`config.mk`:
```
export PLATFORM = sky130hd
export DESIGN_NAME = tick_recover
export DESIGN_NICKNAME = d
export VERILOG_FILES = /design/src/rtl/tick_recover.sv
export SDC_FILE = /design/constraint.sdc
export NUM_CORES = 1
export LEC_CHECK = 0
export CAP_MARGIN = 20
export CORE_ASPECT_RATIO = 1.5
export CORE_MARGIN = 4
export CORE_UTILIZATION = 52
export CTS_BUF_LIST = sky130_fd_sc_hd__clkbuf_2 sky130_fd_sc_hd__clkbuf_4 sky130_fd_sc_hd__clkbuf_8
export DETAILED_ROUTE_END_ITERATION = 8
export PLACE_DENSITY_LB_ADDON = 0.25
export SYNTH_ARGS = -nofsm -noshare
export SYNTH_HDL_FRONTEND = slang
export SYNTH_SLANG_ARGS = --single-unit
```
`constraint.sdc`:
```
create_clock -name clk_in -period 1.9 [get_ports clk_in]
set_input_delay 0.57 -clock clk_in [delete_from_list [all_inputs] [get_ports clk_in]]
set_output_delay 0.57 -clock clk_in [all_outputs]
set_load 0.03 [all_outputs]
```
`src/rtl/tick_recover.sv`:
```
// Brings a slow free-running square wave into the clk_in domain as a one-cycle tick enable,
// measures its period and flags a stalled source. Define TICK_RECOVER_FALL_EN for tick_fall/high_time.
module tick_recover #(
  parameter int W       = 22,
  parameter int SYNC    = 2,
  parameter int TIMEOUT = 4194303
) (
  input  logic         clk_in,
  input  logic         rstn,
  input  logic         slow_in,
  output logic         level,
  output logic         tick,
  output logic [W-1:0] period,
  output logic         period_valid,
  output logic         stalled
`ifdef TICK_RECOVER_FALL_EN
  ,
  output logic         tick_fall,
  output logic [W-1:0] high_time
`endif
);
  typedef enum logic [1:0] {SEARCH, MEASURE, LOCKED, STALLED} state_t;

  localparam logic [W-1:0] CNT_MAX = '1;
  localparam logic [W-1:0] TO      = W'(TIMEOUT);

  logic [SYNC-1:0] sync_pipe;
  logic [SYNC-1:0] vld_pipe;
  logic            prev;
  logic            armed;
  logic            rise;
  logic            timeout;
  logic [W-1:0]    cnt;
  state_t          state, state_nxt;

  assign level   = sync_pipe[SYNC-1];
  assign rise    = armed & level & ~prev;
  assign timeout = (cnt >= TO);

  // vld_pipe marks when level carries a real sample rather than the reset zero,
  // so an input already high at reset release is never mistaken for a rising edge.
  always_ff @(posedge clk_in or negedge rstn) begin
    if (!rstn) begin
      sync_pipe <= '0;
      vld_pipe  <= '0;
      prev      <= 1'b0;
      armed     <= 1'b0;
    end else begin
      sync_pipe <= {sync_pipe[SYNC-2:0], slow_in};
      vld_pipe  <= {vld_pipe[SYNC-2:0], 1'b1};
      prev      <= level;
      if (vld_pipe[SYNC-1] && !level) armed <= 1'b1;
    end
  end

  always_comb begin
    state_nxt = state;
    case (state)
      SEARCH:  if (rise) state_nxt = MEASURE;
      MEASURE: if (rise) state_nxt = LOCKED;
               else if (timeout) state_nxt = STALLED;
      LOCKED:  if (!rise && timeout) state_nxt = STALLED;
      STALLED: if (rise) state_nxt = MEASURE;
      default: state_nxt = SEARCH;
    endcase
  end

  always_ff @(posedge clk_in or negedge rstn) begin
    if (!rstn) begin
      state  <= SEARCH;
      cnt    <= '0;
      tick   <= 1'b0;
      period <= '0;
    end else begin
      state <= state_nxt;
      tick  <= rise;
      if (rise) cnt <= W'(1);
      else if (cnt != CNT_MAX) cnt <= cnt + 1'b1;
      // A gap that spans a stall is never published as a period.
      if (rise && (state == MEASURE || state == LOCKED)) period <= cnt;
    end
  end

  assign period_valid = (state == LOCKED);
  assign stalled      = (state == STALLED);

`ifdef TICK_RECOVER_FALL_EN
  logic fall;
  assign fall = ~level & prev;

  always_ff @(posedge clk_in or negedge rstn) begin
    if (!rstn) begin
      tick_fall <= 1'b0;
      high_time <= '0;
    end else begin
      tick_fall <= fall;
      if (fall && state != SEARCH) high_time <= cnt;
    end
  end
`endif
endmodule

```
==> run_summary.xml, run 1 <==
<?xml version="1.0" encoding="UTF-8"?>
<metrics>
  <group name="run_status">
    <metric name="run_status" unit="">complete, no violations</metric>
  </group>
  <group name="sta">
    <metric name="final-setup-viol-count" unit="">0</metric>
    <metric name="max_freq" unit="MHz">539</metric>
    <metric name="fin_crit_sh" unit="%">97.7</metric>
    <metric name="report.final.slew_viol_count" unit="">0</metric>
    <metric name="timing.clock.skew" unit="ps">4.12</metric>
    <metric name="report.final.hold_viol_count" unit="">0</metric>
    <metric name="clock_period_minus_final_worst_setup_slack" unit="ps">1860</metric>
  </group>
  <group name="synth">
    <metric name="number_of_flops_mapped_to_enable_cells_by_yosys" unit="">0</metric>
    <metric name="ys_seq_elements" unit="">53</metric>
    <metric name="synth.top_cells.by_area" unit="">dfrtp_1 55%, mux2_2 10%, o21ai_0 2.7%</metric>
    <metric name="synth_area_leader_cell" unit="">dfrtp_1</metric>
    <metric name="postSynthCellCount" unit="">218</metric>
    <metric name="ys_types" unit="">39</metric>
    <metric name="synth.cell_area" unit="µm²">2420</metric>
    <metric name="share_of_the_synthesized_area_in_the_top_cell_type" unit="%">54.9</metric>
    <metric name="ys_seq_area_share" unit="%">54.9</metric>
    <metric name="synth_fp_nets" unit="">225</metric>
    <metric name="postSynth.topFlopCell" unit="">dfrtp_1</metric>
    <metric name="synth_async_sr_flop_share" unit="%">100</metric>
    <metric name="synth.avg_cell_area" unit="µm²">11.1</metric>
    <metric name="synth_warnings" unit="">0</metric>
  </group>
  <group name="setup_path">
    <metric name="slowest_cell_delay_on_critical_path" unit="ps">660</metric>
    <metric name="end_kind" unit="">output pin</metric>
    <metric name="critPathLaunchType" unit="">register</metric>
    <metric name="cp_cell_sequence" unit="">clkdlybuf4s50_1</metric>
    <metric name="worstPathMaxFanout" unit="">1</metric>
    <metric name="cpLargestDelayFamily" unit="">buffers and inverters</metric>
    <metric name="crit_buf_inv" unit="">1</metric>
    <metric name="required_time_at_the_worst_slack_endpoint" unit="ps">1330</metric>
    <metric name="worst-setup-path-type" unit="">register to output pin</metric>
    <metric name="worst_path_max_delay_cell" unit="">clkdlybuf4s50_1</metric>
    <metric name="worst-endpoint-arrival" unit="ps">1290</metric>
  </group>
  <group name="pwr">
    <metric name="peakVddDrop" unit="mV">0.627</metric>
    <metric name="p_per_area" unit="nW/µm²">863</metric>
    <metric name="static_leakage" unit="µW">0.00152</metric>
    <metric name="power.total" unit="µW">2640</metric>
  </group>
  <group name="floorplan">
    <metric name="top_level_ports" unit="">29</metric>
    <metric name="die_height" unit="µm">91.5</metric>
    <metric name="die_x" unit="µm">63.7</metric>
    <metric name="std_cell_rows" unit="">30</metric>
    <metric name="fp.dieArea" unit="µm²">5820</metric>
    <metric name="core_area" unit="µm²">4500</metric>
    <metric name="initial_core_util" unit="%">53.6</metric>
  </group>
  <group name="clocking">
    <metric name="cts.reportedPaths.clkPinSlew" unit="ps">90</metric>
    <metric name="clkSinkCount" unit="">53</metric>
    <metric name="h-tree-depth" unit="">2</metric>
    <metric name="clk-insertion-delay-late" unit="ps">310</metric>
    <metric name="cts.root.buffer_cell" unit="">clkbuf_8</metric>
    <metric name="cts_bufs_inserted" unit="">5</metric>
    <metric name="clk_path_buf_depth" unit="">2</metric>
    <metric name="hold_fix_buffers_cts" unit="">0</metric>
    <metric name="tritoncts" unit="">yes</metric>
  </group>
  <group name="global_routing">
    <metric name="globalRouteTotalUtil" unit="%">19.1</metric>
    <metric name="grt_pass1_vias" unit="">1923</metric>
    <metric name="antenna_found_initial" unit="">0</metric>
    <metric name="global_route_wire_length_before_repair" unit="µm">8700</metric>
    <metric name="overflow" unit="">0</metric>
    <metric name="grt_max_degree" unit="">54</metric>
  </group>
  <group name="layout">
    <metric name="finish.utilization" unit="%">67.8</metric>
    <metric name="drive_gt1_share" unit="%">25.6</metric>
    <metric name="final_common_cell" unit="">dfrtp_1</metric>
    <metric name="layout_common_cells" unit="">52 x dfrtp_1, 32 x buf_4, 22 x mux2_2, 19 x dlygate4sd2_1, 16 x nand2_1</metric>
    <metric name="fin_nets" unit="">283</metric>
    <metric name="finalInstanceArea" unit="µm²">3050</metric>
    <metric name="final_cells" unit="">325</metric>
    <metric name="antenna_cells" unit="">0</metric>
    <metric name="area_growth_syn_to_layout" unit="%">26.4</metric>
  </group>
  <group name="detailed_routing">
    <metric name="vias_per_cell" unit="">5.95</metric>
    <metric name="route.antenna.remaining_nets" unit="">0</metric>
    <metric name="drt-total-wl" unit="µm">5040</metric>
    <metric name="via_count" unit="">1935</metric>
    <metric name="routedWlPerCell" unit="µm">15.5</metric>
    <metric name="count_of_tritonroute_iterations_in_the_first_routing_pass" unit="">4</metric>
    <metric name="post-route-drc-count" unit="">0</metric>
    <metric name="first_iter_violations" unit="">68</metric>
  </group>
  <group name="placement">
    <metric name="dpl.hpwl" unit="µm">3510</metric>
    <metric name="dpl-instance-area" unit="µm²">2960</metric>
    <metric name="dpl.cell_count" unit="">316</metric>
    <metric name="gp_routability_congestion" unit="">0.824</metric>
    <metric name="port_buffers" unit="">28</metric>
  </group>
  <group name="worst_hold_path">
    <metric name="worstHoldPathType" unit="">input pin to asynchronous set/reset pin</metric>
  </group>
  <group name="run">
    <metric name="max_cap_check_violation_count" unit="">0</metric>
  </group>
</metrics>
[where the power goes]
part / total, µW / leakage, µW / switching (µW) / internal (µW)
Sequential: 1300 / 0.000702 / 67.9 / 1230
Combinational: 702 / 0.000772 / 403 / 299
Clock: 635 / 0.0000453 / 345 / 290
Total: 2640 / 0.00152 / 817 / 1820
[final timing paths]
kind	start	to	slack (ps)	depth (start not counted)
max	tick$_DFF_PN0_	tick	40	1
min	rstn	cnt[20]$_DFFE_PN0P_	240	2
max reg2reg	cnt[6]$_DFFE_PN0P_	cnt[19]$_DFFE_PN0P_	110	4
min reg2reg	vld_pipe[0]$_DFF_PN0_	vld_pipe[1]$_DFF_PN0_	360	0
max in group asynchronous	rstn	cnt[6]$_DFFE_PN0P_	1420	2
min in group clk_in	vld_pipe[0]$_DFF_PN0_	vld_pipe[1]$_DFF_PN0_	360	0
[cell type report]
type                            instances  area, µm²
Fill cell                             374       1450
Sequential cell                        53       1330
Multi-Input combinational cell        148       1040
Timing Repair Buffer                   60        507
Clock buffer                            7       83.8
Tap cell                               48       60.1
Inverter                                8       30.0
Clock inverter                          1       7.51
[cells by family after synthesis]
kind of cell / share of synthesized area, %
buf+inv: 2.69
fa+ha+maj: 2.07
simple gates: 15.4
compound gates: 12.5
mux: 12.3
other cells: 0.155
flops: 54.9
[synthesized netlist by cell type, drive strengths merged (4+ instances only)]
cell type / instances
a21oi: 12
and3: 4
clkbuf: 8
dfrtp: 53
ha: 4
inv: 8
mux2: 22
mux2i: 5
nand2: 16
nand2b: 5
nand3: 12
nand4: 6
nor2: 5
nor3: 6
o21ai: 13
o31ai: 4
or4: 4
[per-stage QoR]
step | worst slack (ps) | hold slack, ps | TNS (ps)
floorplan | 3.84 | 274 | 0
global placement | 17.1 | 332 | 0
detailed placement | -2.30 | 341 | -2.63
CTS | 3.18 | 250 | 0
global route | -17.6 | 249 | -17.6
finish | 43.1 | 243 | 0
[state kept, by name, summed over array words and instances, names as in the netlist]
register	cells
cnt	22
period	22
state	2
sync_pipe	2
vld_pipe	2
armed	1
prev	1
tick	1
[metal layers]
layer / up-vias / GRT usage (%) / wire [µm]
met4: 0 / 9.55 / 123
met2: 38 / 33.6 / 2670
li1: 929 / - / -
met5: - / 0 / 0
met1: 957 / 21.5 / 2100
met3: 11 / 4.08 / 159
[timing repair]
item | in CTS | in global routing
setup buffers | 0 | 1
resized for setup | 21 | 10
pin swaps | 0 | 3
endpoints found under the setup margin | 23 | 15
Power figures use the tool's default switching activity.
==> run 2: changes to the inputs <==
--- a/config.mk
+++ b/config.mk
@@ -5,7 +5,6 @@
 export SDC_FILE = /design/constraint.sdc
 export NUM_CORES = 1
 export LEC_CHECK = 0
-export CAP_MARGIN = 20
 export CORE_ASPECT_RATIO = 1.5
 export CORE_MARGIN = 4
 export CORE_UTILIZATION = 52
==> results of run 2 <==
The final DEF is identical to that of run 1; final timing and power are the same.
==> run 3: changes to the inputs <==
--- a/config.mk
+++ b/config.mk
@@ -10,6 +10,7 @@
 export CORE_UTILIZATION = 52
 export CTS_BUF_LIST = sky130_fd_sc_hd__clkbuf_2 sky130_fd_sc_hd__clkbuf_4 sky130_fd_sc_hd__clkbuf_8
 export DETAILED_ROUTE_END_ITERATION = 8
+export GPL_ROUTABILITY_DRIVEN = 0
 export PLACE_DENSITY_LB_ADDON = 0.25
 export SYNTH_ARGS = -nofsm -noshare
 export SYNTH_HDL_FRONTEND = slang
==> results of run 3 <==
The final DEF is identical to that of run 1; final timing and power are the same.
